==> src/rtl/ps2_pkg.sv <==
// ps2_pkg: shared definitions for the PS/2 two-player key controller.
//   - scancode constants (prefixes, overrun/error codes, mapped keys)
//   - decoder FSM state enumeration
//   - key bit indices within a player's 5-bit key vector
package ps2_pkg;

  localparam int unsigned NUM_KEYS = 5;

  // Prefix and keyboard error codes
  localparam logic [7:0] SC_EXT  = 8'hE0;
  localparam logic [7:0] SC_BRK  = 8'hF0;
  localparam logic [7:0] SC_OVR0 = 8'h00;
  localparam logic [7:0] SC_OVRF = 8'hFF;

  // Player 1, non-extended
  localparam logic [7:0] SC_W     = 8'h1D;
  localparam logic [7:0] SC_S     = 8'h1B;
  localparam logic [7:0] SC_A     = 8'h1C;
  localparam logic [7:0] SC_D     = 8'h23;
  localparam logic [7:0] SC_SPACE = 8'h29;

  // Player 2, extended arrows plus non-extended Enter
  localparam logic [7:0] SC_UP    = 8'h75;
  localparam logic [7:0] SC_DOWN  = 8'h72;
  localparam logic [7:0] SC_LEFT  = 8'h6B;
  localparam logic [7:0] SC_RIGHT = 8'h74;
  localparam logic [7:0] SC_ENTER = 8'h5A;

  // Bit positions inside p1keys / p2keys
  localparam logic [2:0] KEY_UP    = 3'd0;
  localparam logic [2:0] KEY_DOWN  = 3'd1;
  localparam logic [2:0] KEY_LEFT  = 3'd2;
  localparam logic [2:0] KEY_RIGHT = 3'd3;
  localparam logic [2:0] KEY_FIRE  = 3'd4;

  typedef enum logic [1:0] {
    ST_IDLE    = 2'd0,  // no prefix pending
    ST_BRK     = 2'd1,  // F0 seen
    ST_EXT     = 2'd2,  // E0 seen
    ST_EXT_BRK = 2'd3   // E0 F0 seen
  } ps2_state_t;

  function automatic logic is_prefix(input logic [7:0] c);
    return (c == SC_EXT) || (c == SC_BRK);
  endfunction

endpackage

==> src/rtl/ps2_keymap.sv <==
// ps2_keymap: combinational scancode-to-key lookup.
// Ports:
//   code    in  8  scancode byte (prefixes already stripped)
//   ext     in  1  byte followed an E0 prefix
//   hit     out 1  code maps to a game key
//   player  out 1  0 = player 1, 1 = player 2
//   bit_idx out 3  key bit index (KEY_UP..KEY_FIRE)
module ps2_keymap
  import ps2_pkg::*;
(
  input  logic [7:0] code,
  input  logic       ext,
  output logic       hit,
  output logic       player,
  output logic [2:0] bit_idx
);

  always_comb begin
    hit     = 1'b0;
    player  = 1'b0;
    bit_idx = KEY_UP;
    if (ext) begin
      case (code)
        SC_UP:    begin hit = 1'b1; player = 1'b1; bit_idx = KEY_UP;    end
        SC_DOWN:  begin hit = 1'b1; player = 1'b1; bit_idx = KEY_DOWN;  end
        SC_LEFT:  begin hit = 1'b1; player = 1'b1; bit_idx = KEY_LEFT;  end
        SC_RIGHT: begin hit = 1'b1; player = 1'b1; bit_idx = KEY_RIGHT; end
        default:  ;
      endcase
    end else begin
      case (code)
        SC_W:     begin hit = 1'b1; player = 1'b0; bit_idx = KEY_UP;    end
        SC_S:     begin hit = 1'b1; player = 1'b0; bit_idx = KEY_DOWN;  end
        SC_A:     begin hit = 1'b1; player = 1'b0; bit_idx = KEY_LEFT;  end
        SC_D:     begin hit = 1'b1; player = 1'b0; bit_idx = KEY_RIGHT; end
        SC_SPACE: begin hit = 1'b1; player = 1'b0; bit_idx = KEY_FIRE;  end
        SC_ENTER: begin hit = 1'b1; player = 1'b1; bit_idx = KEY_FIRE;  end
        default:  ;
      endcase
    end
  end

endmodule

==> src/rtl/ps2_key_ctrl.sv <==
// ps2_key_ctrl: turns a PS/2 scancode byte stream into held-key vectors
// for two players.
// Ports:
//   clk        in  1  system clock (rising edge)
//   rst        in  1  synchronous active-high reset
//   code       in  8  scancode byte, valid with code_valid
//   code_valid in  1  one-cycle strobe per received byte
//   frame_err  in  1  one-cycle strobe, receiver framing/parity error
//   p1keys     out 5  player-1 held keys {fire,right,left,down,up}
//   p2keys     out 5  player-2 held keys, same order
//   debugLEDs  out 8  last accepted code byte
//   key_event  out 1  one-cycle pulse when any key bit changed
module ps2_key_ctrl
  import ps2_pkg::*;
#(
  parameter int unsigned TIMEOUT_CYCLES = 100000
) (
  input  logic       clk,
  input  logic       rst,
  input  logic [7:0] code,
  input  logic       code_valid,
  input  logic       frame_err,
  output logic [4:0] p1keys,
  output logic [4:0] p2keys,
  output logic [7:0] debugLEDs,
  output logic       key_event
);

  localparam int unsigned CW = (TIMEOUT_CYCLES > 2) ? $clog2(TIMEOUT_CYCLES) : 1;
  localparam logic [CW-1:0] CNT_LAST = CW'(TIMEOUT_CYCLES - 1);

  ps2_state_t    state_reg, state_next;
  logic [CW-1:0] cnt_reg, cnt_next;
  logic [4:0]    p1_reg, p1_next;
  logic [4:0]    p2_reg, p2_next;
  logic [7:0]    led_reg, led_next;
  logic          event_reg, event_next;

  logic          map_ext;
  logic          map_hit;
  logic          map_player;
  logic [2:0]    map_bit;
  logic [4:0]    key_mask;
  logic          key_make;
  logic          key_break;

  // The lookup table depends only on which prefix is pending.
  assign map_ext = (state_reg == ST_EXT) || (state_reg == ST_EXT_BRK);

  ps2_keymap u_keymap (
    .code    (code),
    .ext     (map_ext),
    .hit     (map_hit),
    .player  (map_player),
    .bit_idx (map_bit)
  );

  for (genvar gi = 0; gi < NUM_KEYS; gi++) begin : g_mask
    assign key_mask[gi] = (map_bit == 3'(gi));
  end

  always_comb begin
    state_next = state_reg;
    cnt_next   = cnt_reg;
    p1_next    = p1_reg;
    p2_next    = p2_reg;
    led_next   = led_reg;
    key_make   = 1'b0;
    key_break  = 1'b0;

    if (frame_err) begin
      // A corrupted byte may have been a break we missed: drop everything.
      state_next = ST_IDLE;
      cnt_next   = '0;
      p1_next    = '0;
      p2_next    = '0;
    end else if (code_valid) begin
      led_next = code;
      cnt_next = '0;
      if (code == SC_OVR0 || code == SC_OVRF) begin
        state_next = ST_IDLE;
        p1_next    = '0;
        p2_next    = '0;
      end else begin
        case (state_reg)
          ST_IDLE: begin
            if (code == SC_EXT)      state_next = ST_EXT;
            else if (code == SC_BRK) state_next = ST_BRK;
            else                     key_make = 1'b1;
          end
          ST_EXT: begin
            if (code == SC_BRK)      state_next = ST_EXT_BRK;
            else if (code == SC_EXT) state_next = ST_EXT;
            else begin
              key_make   = 1'b1;
              state_next = ST_IDLE;
            end
          end
          default: begin
            // ST_BRK / ST_EXT_BRK: a second prefix aborts the sequence.
            state_next = ST_IDLE;
            key_break  = !is_prefix(code);
          end
        endcase
      end
    end else if (state_reg != ST_IDLE) begin
      // Abandon a stale prefix; counter holds at its last value.
      if (cnt_reg == CNT_LAST) state_next = ST_IDLE;
      else                     cnt_next   = cnt_reg + CW'(1);
    end

    if (map_hit && key_make) begin
      if (map_player) p2_next = p2_reg | key_mask;
      else            p1_next = p1_reg | key_mask;
    end
    if (map_hit && key_break) begin
      if (map_player) p2_next = p2_reg & ~key_mask;
      else            p1_next = p1_reg & ~key_mask;
    end

    // Typematic repeats and breaks of released keys leave the vectors equal.
    event_next = (p1_next != p1_reg) || (p2_next != p2_reg);
  end

  always_ff @(posedge clk) begin
    if (rst) begin
      state_reg <= ST_IDLE;
      cnt_reg   <= '0;
      p1_reg    <= '0;
      p2_reg    <= '0;
      led_reg   <= '0;
      event_reg <= 1'b0;
    end else begin
      state_reg <= state_next;
      cnt_reg   <= cnt_next;
      p1_reg    <= p1_next;
      p2_reg    <= p2_next;
      led_reg   <= led_next;
      event_reg <= event_next;
    end
  end

  assign p1keys    = p1_reg;
  assign p2keys    = p2_reg;
  assign debugLEDs = led_reg;
  assign key_event = event_reg;

endmodule

==> config.mk <==
export PLATFORM = sky130hd
export DESIGN_NAME = ps2_key_ctrl
export DESIGN_NICKNAME = d
export VERILOG_FILES = /design/src/rtl/ps2_pkg.sv /design/src/rtl/ps2_keymap.sv /design/src/rtl/ps2_key_ctrl.sv
export SDC_FILE = /design/constraint.sdc
export NUM_CORES = 1
export LEC_CHECK = 0
export ABC_AREA = 0
export BUFFER_PORTS_ARGS = -buffer_cell sky130_fd_sc_hd__buf_2
export CAP_MARGIN = 20
export CORE_UTILIZATION = 55
export DETAILED_ROUTE_END_ITERATION = 10
export PLACE_DENSITY = 0.77
export SLEW_MARGIN = 20
export SYNTH_ARGS = -nofsm -noshare
export SYNTH_HDL_FRONTEND = slang
export SYNTH_SLANG_ARGS = --single-unit
export TNS_END_PERCENT = 30
==> constraint.sdc <==
create_clock -name clk -period 2.7 [get_ports clk]
set_input_delay 0.135 -clock clk [delete_from_list [all_inputs] [get_ports clk]]
set_output_delay 0.135 -clock clk [all_outputs]
set_load 0.02 [all_outputs]
==> results of run 1 <==
[layout make-up]
type | count | area (um^2) | share of cell area (%)
clock buffer | 6 | 82.6 | 3.23
clock inverter | 2 | 60.1 | 2.35
inverter | 3 | 11.3 | 0.440
multi-input combinational | 226 | 1420 | 55.4
sequential | 38 | 761 | 29.7
tap | 48 | 60.1 | 2.35
timing repair buffer | 32 | 165 | 6.46
[path summary, 6_finish.rpt]
path | startpoint | to | slack (ns) | depth (start not counted)
max reg2reg | state_reg[1] | key_event | 0.43 | 6
max | state_reg[1] | key_event | 0.43 | 6
min | frame_err | state_reg[0] | 0.11 | 2
min reg2reg | debugLEDs[3] | debugLEDs[3] | 0.45 | 2
[kinds of logic (layout without fill, tap and decap cells)]
kind of cell / count (synthesis) / in the layout / synth area share [%]
xor+xnor: 16 / 16 / 6.18
buf+inv: 19 / 43 / 3.87
simple gates: 149 / 149 / 34.0
mux: 10 / 10 / 4.69
flops: 38 / 38 / 33.6
compound gates: 50 / 50 / 17.1
fa+ha+maj: 1 / 1 / 0.552
[cell usage in the layout (no fill, tap or decap), drive strengths merged, types with 2 or more instances in the layout]
cell type  synthesis  layout
nand3             11      11
mux2               2       2
a211oi             2       2
or4                2       2
dfxtp             38      38
o211ai             2       2
bufinv             0       2
or3                2       2
nor4b              4       4
clkbuf             8       6
a21oi             19      19
and2               4       4
o21ai              5       5
nand2             32      32
or3b               3       3
o32ai              2       2
nor2              41      41
nor2b              2       2
nand3b             2       2
nand4             10      10
o31ai              3       3
inv                2       2
mux2i              8       8
buf                8      32
xnor2              3       3
a31oi              5       5
and3               8       8
or2                2       2
nand2b             8       8
xor2              13      13
nor3               9       9
nor4               5       5
[layer usage]
layer | global-route usage, % | vias up | routed length (um)
met5 | 0 | - | 0
met4 | 8.51 | 0 | 46
met3 | 4.83 | 5 | 246
met2 | 42.0 | 63 | 2400
met1 | 30.9 | 987 | 2400
li1 | - | 1066 | -
[through the flow]
step	util (%)	std cells	power (mW)	instance area (um^2)
2_1_floorplan	-	283	0.644	2270
5_1_grt	67.3	355	1.30	2560
6_report	67.3	355	1.26	2560
3_5_place_dp	63.6	347	0.670	2410
3_3_place_gp	63.6	347	0.669	2410
4_1_cts	67.3	355	1.26	2560
[power by group through the flow]
stage          clock (mW)  sequential [mW]  combinational (mW)
5_1_grt             0.631            0.569              0.0983
2_1_floorplan           0            0.588              0.0556
3_3_place_gp            0            0.581              0.0876
6_report            0.599            0.568              0.0895
4_1_cts             0.602            0.568              0.0886
3_5_place_dp            0            0.582              0.0882
[worst max-delay path, delay by kind of cell, from the launching register on]
family / cells / cell delay (ns)
flip-flops: 1 / 0.47
AND/OR/NAND/NOR: 1 / 0.24
AO/OA/AOI/OAI: 5 / 1.41
==> summary.md, run 1 <==
| Metric | Value |
|---|---|
| I/O Pins | `31` |
| Critical path peak fanout | `13` |
| Number of enable flip-flop cells after synthesis | `0` |
| VDD IR max | `about 0.29 mV` |
| Slew headroom | `between 40% and 50%` |
| Antenna-violating nets left | `0` |
| Yosys warns | `0` |
| Sequential share of power | `a little under half` |
| Num Clock Sinks | `38` |
| Post-synth cell types | `57` |
| Post-synth top cells | `nor2_1 (41), dfxtp_1 (38), nand2_1 (32), a21oi_1 (19), xor2_1 (13)` |
| Final Setup Violations | `0` |
| Core box area | `roughly 3800 um^2` |
| DIE WIDTH | `66.2 um` |
| Number of global-route vias before repair | `1,899` |
| DRC errors left | `0` |
| Starting Density | `between 50% and 60%` |
| Async set-reset flop share out of synthesis | `0%` |
| Least-Margin Pin Slew | `about 0.85 ns` |
| Port buffer count | `30` |
| Hold slack | `0.109 ns` |
| Worst clock skew | `~0.0056 ns` |
| Vias per inst | `between 5 and 6` |
| Root Driver | `clkbuf_8` |
| Max-Cap Viols | `0` |
| Internal power | `0.988 mW` |
| Period utilisation layout | `84.0%` |
| Cts repair resizes | `0` |
| Synth top area cells | `dfxtp_1 (34%), nor2_1 (6.8%), nand2_1 (5.3%)` |
| Mapped Area | `~2300 um^2` |
| Crit start category | `register` |
| Gpl congestion | `between 0.8 and 0.9` |
| #FFs+latches synth | `38` |
| P_leak | `approximately 0.93 nW` |
| DR pass1 iterations | `4` |
| Clock share of power | `roughly 48%` |
| Power per cell area | `491 nW/um^2` |
| Run status | `finished, final reports clean` |
| Switching share of power | `a little over a fifth` |
| WP data arrival | `2.43 ns` |
| Final net count | `approximately 320` |
| Hold-fix buffers, CTS | `0` |
| RSZ-0062 raised after global routing | `false` |
| Min Tclk post-route | `2.27 ns` |
| Final sum of negative setup slack | `0 ns` |
| Hold Fails Final Rpt | `0` |
| First-pass GRT wire length | `8.37 mm` |
| Pre-CTS setup slack | `between 0.4 and 0.5 ns` |
| Clock-pin transition on the worst setup and hold timing paths | `0.08 ns` |
| Critical-path cell list | `a21oi_1 > o21ai_0 > a31oi_1 > o32ai_1 > nor4_1 > a41oi_2` |
| Path category of the worst min-delay check | `in2reg` |
| Syn Nets | `roughly 300` |
| DR iter-0 viols | `~110` |
| Post-Synthesis Cells | `around 280` |
| Overall routing resource usage | `about a quarter` |
| Area share of the largest cell type after synthesis | `33.6%` |
| CTS buffer count | `5` |
| Slack of the critical path | `between 0.4 and 0.5 ns` |
| Rows | `22` |
| FMAX | `~440 MHz` |
| Die Y | `between 60 and 70 um` |
| P&R area growth vs syn | `12.9%` |
| Setup crit end kind | `register` |
| Final HPWL DP | `approximately 3.6 mm` |
| Req. time, crit path | `between 2 and 3 ns` |
| Cell taking the most area after synthesis | `dfxtp_1` |
| Vias | `2,121` |
| Synth Flop Type | `dfxtp_1` |
| Critical path class | `reg2reg` |
| Die area | `4380 um^2` |
| P_sw | `roughly 0.27 mW` |
| Largest net degree at the start of global routing | `18` |
| GRT Residual Overflow | `0` |
| DR WL/cell | `about 14 um` |
| Buffers inserted by post-CTS timing repair | `0` |
| Combinational Power Share | `just over 7%` |
| Drt total wl | `a little over 5 mm` |
| Diode count | `0` |
| Max reg flops | `17` |
| Count leader, synth | `nor2_1` |
| Pins Over Slew Limit | `0` |
| Share of cells above drive strength 1 | `16.9%` |
| CTS tree | `built` |
| Slowest CP cell | `a21oi_1` |
| Mean Syn Cell Area | `about 8 um^2` |
| Max incr delay on CP | `roughly 0.73 ns` |
| CTS H-Tree Depth | `2` |
| Filler cells | `314` |
| Clock Latency Late Sink | `~0.29 ns` |
| CTS max path bufs | `2` |
| Initial antenna violation count | `0` |
| Post-synthesis sequential area ratio | `between 30% and 40%` |
(Power assumes the default switching activity.)
==> inputs of run 2 (changes only) <==
Settings changed: CORE_UTILIZATION 55 to 52, PLACE_DENSITY 0.77 to 0.76.
Clock period 2.7 ns to 2 ns, I/O delays scaled along.
==> summary.md, run 2 (same netlist as run 1, synthesis figures left out) <==
| Metric | Value |
|---|---|
| DR pass1 iterations | `4` |
| Core box area | `around 4000 um^2` |
| Period utilisation layout | `94.0%` |
| Final Setup Violations | `0` |
| Starting Density | `between 50 and 60%` |
| Rows | `23` |
| Slack of the critical path | `between 0.1 and 0.15 ns` |
| Run status | `finished, final reports clean` |
| FF-to-FF Start | `state_reg[1]` |
| Port buffer count | `30` |
| Slew headroom | `between 60% and 70%` |
| DR iter-0 viols | `roughly 160` |
| P&R area growth vs syn | `21.3%` |
| Largest net degree at the start of global routing | `18` |
| CTS tree | `built` |
| R2r worst-path depth | `7` |
| Hold Fails Final Rpt | `0` |
| DIE WIDTH | `approximately 70 um` |
| Clock-pin transition on the worst setup and hold timing paths | `~0.080 ns` |
| Final HPWL DP | `roughly 4.1 mm` |
| Pre-CTS setup slack | `-0.0114 ns` |
| CTS max path bufs | `2` |
| First-pass GRT wire length | `~9 mm` |
| Diode count | `0` |
| Drt total wl | `~5.6 mm` |
| Clock Latency Late Sink | `between 0.2 and 0.3 ns` |
| Num Clock Sinks | `38` |
| WP data arrival | `approximately 2.1 ns` |
| Antenna-violating nets left | `0` |
| P_leak | `between 1 and 1.5 nW` |
| Power per cell area | `535 nW/um^2` |
| Pins Over Slew Limit | `0` |
| Critical path class | `reg2reg` |
| Filler cells | `roughly 350` |
| Die area | `about 4600 um^2` |
| Worst path bufs/invs | `2` |
| Hold Startpoint | `frame_err` |
| Fin area | `2750 um^2` |
| Max incr delay on CP | `0.41 ns` |
| Critical-path cell list | `buf_4 > a2111oi_4 > a31oi_2 > buf_4 > a31oi_1 > o41a_1 > a41oi_2` |
| DRC errors left | `0` |
| Number of global-route vias before repair | `2,052` |
| Worst R2R End | `key_event` |
| I/O Pins | `31` |
| Hold Path Depth | `2` |
| Worst clock skew | `0.00427 ns` |
| Most frequent cells in the layout | `nor2_1 (41), dfxtp_1 (37), buf_4 (33), nand2_1 (32), buf_2 (30)` |
| Vias per inst | `5.76` |
| Tot Pwr | `approximately 1.5 mW` |
| Die Y | `around 68 um` |
| Hold-fix buffers, CTS | `0` |
| R2r setup slk | `0.12 ns` |
| Vias | `about 2,200` |
| Req. time, crit path | `approximately 2.2 ns` |
| VDD IR max | `0.291 mV` |
| Final sum of negative setup slack | `0 ns` |
| Final net count | `between 300 and 400` |
| Path category of the worst min-delay check | `in2reg` |
| Placed Area | `about 2600 um^2` |
| FMAX | `roughly 530 MHz` |
| CTS buffer count | `5` |
| Share of cells above drive strength 1 | `24.9%` |
| Min Tclk post-route | `approximately 1.9 ns` |
| Root Driver | `clkbuf_8` |
| Hold slack | `about 0.064 ns` |
| DR WL/cell | `between 10 and 15 um` |
| Max-Cap Viols | `0` |
| Worst hold endpoint | `state_reg[1]` |
| Overall routing resource usage | `between 20% and 30%` |
| RSZ-0062 raised after global routing | `false` |
| Gpl congestion | `about 0.96` |
| GRT Residual Overflow | `0` |
| CP delay by family, top | `compound AO/OA/AOI/OAI gates` |
| Top cell by count, worst path | `buf_4` |
| Max reg flops | `17` |
| Slowest CP cell | `dfxtp_2` |
| Crit start category | `register` |
| Commonest non-fill, non-tap cell in the layout | `nor2_1` |
| Least-Margin Pin Slew | `roughly 0.55 ns` |
| CTS H-Tree Depth | `2` |
| Setup crit end kind | `register` |
| Critical path peak fanout | `7` |
| Initial antenna violation count | `0` |
## run 2: cell count changes in the layout (fill, tap and decap cells not counted)
cell,previous run,this run
buf_4,2,33
bufinv_16,2,0
clkbuf_1,0,1
clkinv_2,0,1
dfxtp_1,38,37
dfxtp_2,0,1
nor4b_1,4,3
nor4b_2,0,1
## run 2: layer usage
metal / share of wire (%) / global-route usage [%]
met2: 47 / 43.5
met4: 2.2 / 12.0
met3: 4.5 / 5.50
met1: 46 / 33.2
met5: 0 / 0
## run 2: report_power, final
| part | internal [mW] | switching [mW] | total [mW] |
|---|---|---|---|
| combinational | 0.0600 | 0.0911 | 0.151 |
| clock | 0.278 | 0.274 | 0.552 |
| sequential | 0.764 | 0.00370 | 0.767 |
| total | 1.10 | 0.369 | 1.47 |
## run 2: layout make-up
class | count | area [um^2] | share of cell area (%)
clock inverter | 1 | 5.00 | 0.182
tap | 50 | 62.6 | 2.28
multi-input combinational | 226 | 1420 | 51.8
clock buffer | 7 | 86.3 | 3.14
sequential | 38 | 762 | 27.7
inverter | 3 | 11.3 | 0.410
timing repair buffer | 63 | 398 | 14.5
## run 2: worst max-delay path by stage
stage / startpoint / end / slack [ns] / depth (start not counted)
after floorplan: code[3] / p1keys[0] / 0.02 / 9
after global placement: code[2] / key_event / 0.02 / 7
after detailed placement: code[2] / key_event / -0.01 / 7
after CTS: cnt_reg[6] / cnt_reg[16] / 0.01 / 7
after global routing: state_reg[1] / key_event / 0.05 / 7
final: state_reg[1] / key_event / 0.12 / 7
## run 2: repair_timing
| item | 4_1_cts | 5_1_grt |
|---|---|---|
| gates resized for setup | 0 | 2 |
| setup endpoints to repair | 0 | 6 |
| setup buffers | 0 | 1 |
| endpoints found under the hold margin | 0 | 0 |
## run 2: metrics by stage
stage | std cells | util, %
global route | 388 | 67.3
CTS | 387 | 66.9
floorplan | 283 | -
global placement | 379 | 64.7
finish | 388 | 67.3
detailed placement | 379 | 64.7
